## config.mk

```make
export PLATFORM = sky130hd
export DESIGN_NAME = trade_report_framer
export DESIGN_NICKNAME = d
export VERILOG_FILES = /design/src/rtl/trade_report_framer_pkg.sv /design/src/rtl/trade_report_framer_sync_fifo.sv /design/src/rtl/trade_report_framer.sv
export SDC_FILE = /design/constraint.sdc
export NUM_CORES = 2
export LEC_CHECK = 0
export CORE_MARGIN = 2
export CORE_UTILIZATION = 48
export DETAILED_ROUTE_END_ITERATION = 8
export SETUP_SLACK_MARGIN = 0.05
export SLEW_MARGIN = 30
export SYNTH_ARGS = -nofsm -noshare
export SYNTH_HDL_FRONTEND = slang
export SYNTH_SLANG_ARGS = --single-unit
```

## constraint.sdc

```tcl
create_clock -name clk -period 18.2 [get_ports clk]
set_input_delay 5.46 -clock clk [delete_from_list [all_inputs] [get_ports clk]]
set_output_delay 5.46 -clock clk [all_outputs]
set_load 0.02 [all_outputs]
```

## src/rtl/trade_report_framer_pkg.sv

```systemverilog
// Shared constants, trade entry layout and frame byte selection for the trade report framer.
package trade_report_framer_pkg;

  localparam int unsigned FRAME_LEN = 12;
  localparam int unsigned SEQ_HI    = 1;
  localparam int unsigned TS_0      = 3;
  localparam int unsigned INFO_0    = 7;
  localparam int unsigned CHK       = 11;
  localparam int unsigned IDX_W     = 4;
  localparam int unsigned SEQ_W     = 16;
  localparam int unsigned TS_W      = 32;
  localparam int unsigned INFO_W    = 32;
  localparam int unsigned ENTRY_W   = 80;

  localparam logic [7:0] SOF_BYTE = 8'hA5;

  // One buffered trade: stamped sequence, timestamp and the opaque trade word.
  typedef struct packed {
    logic [SEQ_W-1:0]  seq;
    logic [TS_W-1:0]   ts;
    logic [INFO_W-1:0] info;
  } trade_entry_t;

  typedef enum logic {
    IDLE = 1'b0,
    SEND = 1'b1
  } state_t;

  // Byte idx of the serialised frame; the checksum is derived from the same bytes.
  function automatic logic [7:0] frame_byte(input trade_entry_t e, input logic [IDX_W-1:0] idx);
    logic [7:0] b [FRAME_LEN];
    logic [7:0] r;
    b[0]          = SOF_BYTE;
    b[SEQ_HI]     = e.seq[15:8];
    b[SEQ_HI+1]   = e.seq[7:0];
    b[TS_0]       = e.ts[31:24];
    b[TS_0+1]     = e.ts[23:16];
    b[TS_0+2]     = e.ts[15:8];
    b[TS_0+3]     = e.ts[7:0];
    b[INFO_0]     = e.info[31:24];
    b[INFO_0+1]   = e.info[23:16];
    b[INFO_0+2]   = e.info[15:8];
    b[INFO_0+3]   = e.info[7:0];
    b[CHK]        = b[0] ^ b[1] ^ b[2] ^ b[3] ^ b[4] ^ b[5] ^ b[6] ^ b[7] ^ b[8] ^ b[9] ^ b[10];
    r = 8'h00;
    if (idx < IDX_W'(FRAME_LEN)) r = b[idx];
    return r;
  endfunction

endpackage

```

## src/rtl/trade_report_framer_sync_fifo.sv

```systemverilog
// Single-clock FIFO with registered level/full/empty; read data is the head entry.
module sync_fifo #(
  parameter int unsigned WIDTH = 8,
  parameter int unsigned DEPTH = 16
) (
  input  logic                       clk,
  input  logic                       rst_n,
  input  logic                       push,
  input  logic [WIDTH-1:0]           wdata,
  input  logic                       pop,
  output logic [WIDTH-1:0]           rdata_c,
  output logic [$clog2(DEPTH):0]     level,
  output logic                       full,
  output logic                       empty
);

  localparam int unsigned AW = $clog2(DEPTH);
  localparam int unsigned LW = AW + 1;

  logic [WIDTH-1:0] mem [DEPTH];
  logic [AW-1:0]    wr_ptr;
  logic [AW-1:0]    rd_ptr;
  logic             do_push;
  logic             do_pop;
  logic [LW-1:0]    level_d;

  assign do_push = push && !full;
  assign do_pop  = pop && !empty;
  assign level_d = level + LW'(do_push) - LW'(do_pop);
  assign rdata_c = mem[rd_ptr];

  // Storage array; no reset needed since empty gates every read.
  always_ff @(posedge clk) begin
    if (do_push) mem[wr_ptr] <= wdata;
  end

  // Pointers and occupancy flags.
  always_ff @(posedge clk or negedge rst_n) begin
    if (!rst_n) begin
      wr_ptr <= '0;
      rd_ptr <= '0;
      level  <= '0;
      full   <= 1'b0;
      empty  <= 1'b1;
    end else begin
      if (do_push) wr_ptr <= wr_ptr + AW'(1);
      if (do_pop)  rd_ptr <= rd_ptr + AW'(1);
      level <= level_d;
      full  <= (level_d == LW'(DEPTH));
      empty <= (level_d == '0);
    end
  end

endmodule

```

## src/rtl/trade_report_framer.sv

```systemverilog
// Stamps trade pulses with sequence/timestamp, buffers them and streams 12-byte frames.
module trade_report_framer
  import trade_report_framer_pkg::*;
#(
  parameter int unsigned FIFO_DEPTH = 16,
  parameter int unsigned CNT_WIDTH  = 16
) (
  input  logic                         clk,
  input  logic                         rst_n,
  input  logic                         trade_valid,
  input  logic [31:0]                  trade_info,
  output logic [7:0]                   m_data,
  output logic                         m_valid,
  input  logic                         m_ready,
  output logic                         m_last,
  output logic [$clog2(FIFO_DEPTH):0]  fifo_level,
  output logic [CNT_WIDTH-1:0]         overflow_count
);

  logic [SEQ_W-1:0]   seq_q;
  logic [TS_W-1:0]    ts_q;
  trade_entry_t       cap_entry;
  logic [ENTRY_W-1:0] fifo_rdata_c;
  logic               fifo_full;
  logic               fifo_empty;
  logic               fifo_pop;

  state_t             state_q, state_d;
  logic [IDX_W-1:0]   idx_q, idx_d;
  trade_entry_t       frame_q, frame_d;
  logic               m_valid_d;
  logic               m_last_d;
  logic [7:0]         m_data_d;

  assign cap_entry = '{seq: seq_q, ts: ts_q, info: trade_info};

  sync_fifo #(
    .WIDTH (ENTRY_W),
    .DEPTH (FIFO_DEPTH)
  ) u_fifo (
    .clk     (clk),
    .rst_n   (rst_n),
    .push    (trade_valid),
    .wdata   (cap_entry),
    .pop     (fifo_pop),
    .rdata_c (fifo_rdata_c),
    .level   (fifo_level),
    .full    (fifo_full),
    .empty   (fifo_empty)
  );

  // Free-running timestamp, per-pulse sequence and saturating drop counter.
  always_ff @(posedge clk or negedge rst_n) begin
    if (!rst_n) begin
      ts_q           <= '0;
      seq_q          <= '0;
      overflow_count <= '0;
    end else begin
      ts_q <= ts_q + TS_W'(1);
      if (trade_valid) seq_q <= seq_q + SEQ_W'(1);
      if (trade_valid && fifo_full && (overflow_count != '1))
        overflow_count <= overflow_count + CNT_WIDTH'(1);
    end
  end

  // Framer state, byte index, frame register and registered stream outputs.
  always_ff @(posedge clk or negedge rst_n) begin
    if (!rst_n) begin
      state_q <= IDLE;
      idx_q   <= '0;
      frame_q <= '0;
      m_valid <= 1'b0;
      m_last  <= 1'b0;
      m_data  <= '0;
    end else begin
      state_q <= state_d;
      idx_q   <= idx_d;
      frame_q <= frame_d;
      m_valid <= m_valid_d;
      m_last  <= m_last_d;
      m_data  <= m_data_d;
    end
  end

  // Next state: pop one entry when idle, walk the 12 bytes on handshakes.
  always_comb begin
    state_d  = state_q;
    idx_d    = idx_q;
    frame_d  = frame_q;
    fifo_pop = 1'b0;
    unique case (state_q)
      IDLE: begin
        if (!fifo_empty) begin
          fifo_pop = 1'b1;
          frame_d  = trade_entry_t'(fifo_rdata_c);
          idx_d    = '0;
          state_d  = SEND;
        end
      end
      SEND: begin
        if (m_ready) begin
          if (idx_q == IDX_W'(CHK)) begin
            idx_d   = '0;
            state_d = IDLE;
          end else begin
            idx_d = idx_q + IDX_W'(1);
          end
        end
      end
      default: state_d = IDLE;
    endcase
    m_valid_d = (state_d == SEND);
    m_last_d  = m_valid_d && (idx_d == IDX_W'(CHK));
    m_data_d  = m_valid_d ? frame_byte(frame_d, idx_d) : 8'h00;
  end

endmodule
```

# After elaboration in Yosys (flattened, before gate mapping)
# Memories as Yosys holds them, arrays and structs flattened.
# Cells that the tools add are included.
# totals
memories,1
wordCells,68
romBits,0
latchBits,0
ramBits,1280
out_inout_bits,31
ff_bits,173
in_bits,36
# mem_list
name,depth,word_bits,read_ports,rd_ports_with_merged_regs,wr,line_no,source
u_fifo.mem,16,80,1,0,1,trade_report_framer_sync_fifo.sv:20,logic [WIDTH-1:0] mem [DEPTH];
# op_classes
mux,18
n_eq_ne,4
shift,0
order_cmp,2
reduce_logical,8
mul,0
div,0
addsub,8
bitwise_logic,12
# ops
cell,count
80-bit 2-to-1 mux,2
8-bit XOR,9
"16-bit by 1-bit adder with 16-bit output, second input constant",2
"32-bit by 1-bit adder with 32-bit output, second input constant",1
8-bit binary-select mux with 4-bit select,1
8-bit 2-to-1 mux,4
"16-bit inequality test, second input constant",1
"4-bit by 1-bit adder with 4-bit output, second input constant",3
4-bit 2-to-1 mux,3
"4-bit equality test, second input constant",2
4-bit one-hot mux with 2 select lines,1
1-bit 2-to-1 mux,6
5-bit by 1-bit adder with 5-bit output,1
"5-bit equality test, second input constant",1
"5-bit >= comparator, second input constant",1
1-bit logical AND,5
5-bit zero test,1
4-bit inverter with 5-bit output,1
5-bit by 1-bit subtractor with 5-bit output,1
"4-bit less-than comparator, second input constant",1
4-bit inverter,1
1-bit zero test,2
1-bit one-hot mux with 2 select lines,1
1-bit inverter,1

# Depth between registers and ports, before layout
# An unclocked memory read counts as a cell.
# logic_depth
ltp_word,18
depth_mapped,18
mapped_depth_nobuf,12

# Modules after synthesis
# From an unflattened synthesis, not the netlist that was laid out.
# unflattened
cells_unflattened,2881
area_unflattened_um2,57179.8
# modules_own_cells
mod,seq_area_each_um2,area_each_um2,n_inst,cells_per_inst
sync_fifo,38813.5,48659.2,1,2041
trade_report_framer,3953.8,8520.7,1,840

# Worst setup path after synthesis
# No wires, ideal clock.
# synth_path
path_kind,input -> register
startpoint,input port trade_valid
endpoint,"memory u_fifo.mem[3][0] (netlist name), enable pin"
n_path_buf,2
setup_slack_ns,5.867
arrival_time_ns,11.717
stages,5
setup_ns,0.616
path_cell_list,clkbuf_1 > nor2b_1 > clkbuf_1 > nand2_1 > nor3_1
# synth_between
elab_chain_cells,3
# synth_lines
item,line_no,source
start: declaration,trade_report_framer.sv:10,"input logic trade_valid,"
1-bit logical AND,trade_report_framer_sync_fifo.sv:27,assign do_push = push && !full;
named net u_fifo.do_push,trade_report_framer_sync_fifo.sv:23,logic do_push;
1-bit 2-to-1 mux,trade_report_framer_sync_fifo.sv:34,if (do_push) mem[wr_ptr] <= wdata;
1-bit 2-to-1 mux (not written as such),trade_report_framer_sync_fifo.sv:34,
end: declaration,trade_report_framer_sync_fifo.sv:20,
# The timed path passes the listed nets, and every way through them passes these cells.

# Final worst setup path
# layout_path
startpoint,input port trade_valid
endpoint,"memory u_fifo.mem[8][48] (netlist name), enable pin"
# layout_between
elab_chain_cells,3
# layout_lines
item,line_no
1-bit logical AND,trade_report_framer_sync_fifo.sv:27
1-bit 2-to-1 mux,trade_report_framer_sync_fifo.sv:34
1-bit 2-to-1 mux (not written as such),trade_report_framer_sync_fifo.sv:34
# No other way between the ends.

==> impl_results.md <==
- Status: finished, final reports clean
- Final worst path period share: 49.0%
- Final wirelength: 132 mm
- Die Span Y: 349 µm
- Critical path peak fanout: 39
- Resized cells post-CTS: 0
- CTS Root Cell: clkbuf_16
- Slew Limit Fails: 0
- Max Cap Violations: 0
- Routed WL per cell: 29.0 µm
- Die width: 349 µm
- Worst-path clk slew: 50 ps
- FFs w/ async S/R, synth: 11.9%
- Adder-cell share of the synthesized area: 0.341%
- GRT Residual Overflow: 0
- Mux cell area share after synthesis: 16.1%
- Number of synthesized flops with an enable pin: 1280
- Synthesized flop and latch total: 1453
- Syn_nets: 2773
- Layout Nets: 2928
- Top cell type's share of synthesized area: 67.2%
- Cell Area, Placed: 59500 µm²
- Layout cells sized above 1: 20.2%
- Post-CTS setup buffer count: 0
- Highest Clock Rate: 112 MHz
- First-pass GRT wire length: 194 mm
- GRT Overall Usage: 21.9%
- Post-synth top area cell: edfxtp_1
- Max rail drop VDD: 121 µV
- Crit path DAT: 9260 ps
- Sink Count: 1453
- Sw Ratio: 31.1%
- Startpoint Class: input pin
- Synthesis-to-finish area growth: 12.1%
- Largest net degree at the start of global routing: 115
- Clk_lat worst skew: 750 ps
- Clk_skew: 28.9 ps
- Via count: 27300
- Post-DRT Antenna Nets: 0
- CTS Buf Count: 147
- Flop pwr share: 42.0%
- Worst EP required: 18560 ps
- Kind of critical path: input pin to flip-flop
- Synth Area in Compound Gates: 2.32%
- Worst slew pin tran: 1030 ps
- YS warnings: 0
- Final setup TNS: 0 ps
- WHS: 502 ps
- Combinational power share: 30.0%
- Setup-failing EPs final: 0
- DP HPWL: 73.7 mm
- Synth cell types: 66
- Core footprint: 118000 µm²
- Worst slew margin: 31.6%
- Most frequent cells in the layout: edfxtp_1, mux4_2, dfrtp_1, clkbuf_16, mux2i_1
- Main combinational cell family by area after synthesis: multiplexers
- Post-Synth Simple-Gate Area: 2.19%
- Sequential area share after synthesis: 74.7%
- Drt pass-1 iters: 5
- Pwr Density: 160 nW/µm²
- Unrepaired setup endpoints after global routing: no
- Cell-internal power: 7.09 mW
- DRC: 0
- Ant diodes: 0
- Clock tree buffer depth: 3
- PortBufs: 66
- Clock Power Share: 28.0%
- I/O pin count: 67
- Initial core utilization: 48.4%
- Sw Pwr: 3.20 mW
- CTS tree: done
- Primary FF master, synth: edfxtp_1
- Syn Std Cell Area: 57200 µm²
- Vias in the first global route: 27900
- Num rows: 126
- H-tree depth: 4
- Initial antenna violation count: 1
- Fin area: 64200 µm²
- Hold crit path type: flip-flop to flip-flop
- Most common cell after layout, fill and taps aside: edfxtp_1
- Vias per Instance: 6.02
- Minimum clock period: 8910 ps
- Mapped Cells: 2722
- Cts hold-fix bufs: 0
- Gpl congestion: 0.897
- Final Hold Fails: 0
- XOR/XNOR Fraction of Synth Area: 2.21%
- Synth top area cells: edfxtp_1, mux4_2, dfrtp_1
- Crit path capture type: flip-flop
- Die ar.: 122000 µm²
- Syn Area/Cell: 21.0 µm²
- Leak: 21.1 nW
- Initial DRC count: 2891
[cell type report]
type	count	area, µm²
repair buffers	139	1300
fillers	8963	54100
clock buffers	204	4010
multi-input cells	1091	13400
inverters	45	170
flip-flops and latches	1453	42800
well taps	1536	1920
clock inverters	69	612
[metal layers]
layer / wire [µm] / share of wire [%] / up-vias / GRT usage [%]
met2: 65100 / 49 / 843 / 35.6
li1: - / - / 11500 / -
met5: 13 / 0.0099 / - / 0
met4: 2720 / 2.1 / 2 / 5.87
met1: 56900 / 43 / 14800 / 31.3
met3: 6960 / 5.3 / 174 / 3.33
[sequential cells by signal, summed over array words and instances, names as in the netlist, 4 cells and up]
| register | count |
|---|---|
| frame_q | 80 |
| idx_q | 4 |
| m_data | 8 |
| overflow_count | 16 |
| seq_q | 16 |
| ts_q | 32 |
| u_fifo.level | 5 |
| u_fifo.mem | 1280 |
| u_fifo.rd_ptr | 4 |
| u_fifo.wr_ptr | 4 |
[through the flow]
stage	power [mW]	utilization (%)	worst slack, ps	std cells
3_3_place_gp	7.46	50.3	8520	4262
3_5_place_dp	7.50	50.3	8500	4263
6_report	10.3	54.3	9290	4537
5_1_grt	10.7	54.3	9100	4537
2_1_floorplan	6.63	-	5870	2722
4_1_cts	10.4	54.2	9270	4536
[critical path, cell delays in order]
cell	delay [ps]
clkdlybuf4s50_1	620
nor2b_1	700
nand2_1	410
nor2_4	800
buf_4	480
buf_4	730
[synth_stat cells, types with 10 or more instances]
cell      count
a211oi_1     14
a21o_1       11
a21oi_1      42
a22oi_1      10
and3_1       18
buf_2        33
buf_4        23
buf_6        33
clkbuf_1     25
dfrtp_1     172
edfxtp_1   1280
ha_1         14
inv_1        43
mux2_2       22
mux2i_1     123
mux4_1       54
mux4_2      276
nand2_1      92
nand3_1      35
nor2_1       70
nor2b_1      12
nor3_1       17
o21ai_0      11
o22ai_1      43
xnor2_1      89
xnor3_1      11
xor2_1       19
[power groups by stage]
stage / combinational (mW) / clock (mW) / sequential, mW
2_1_floorplan: 2.34 / 0 / 4.29
6_report: 3.09 / 2.88 / 4.32
4_1_cts: 3.12 / 2.94 / 4.32
5_1_grt: 3.29 / 3.07 / 4.36
3_5_place_dp: 3.11 / 0 / 4.39
3_3_place_gp: 3.09 / 0 / 4.37
[logic make-up after synthesis]
family,after synthesis
flip-flops,1453
XOR/XNOR,123
adder cells (fa/ha/maj),15
multiplexers,482
AO/OA/AOI/OAI,198
buffers and inverters,178
AND/OR/NAND/NOR,273
[worst paths after layout]
kind / from / end / slack, ps / cells past startpoint
min in group asynchronous: rst_n / frame_q[13] / 4640 / 1
hold reg to reg: overflow_count[6] / overflow_count[6] / 500 / 1
max in group asynchronous: rst_n / u_fifo.rd_ptr[3] / 11620 / 3
setup / recovery: trade_valid / u_fifo.mem[8][48] / 9290 / 6
setup reg to reg: u_fifo.rd_ptr[0] / m_data[0] / 12520 / 12
hold / removal: overflow_count[6] / overflow_count[6] / 500 / 1
(Power assumes the default switching activity.)
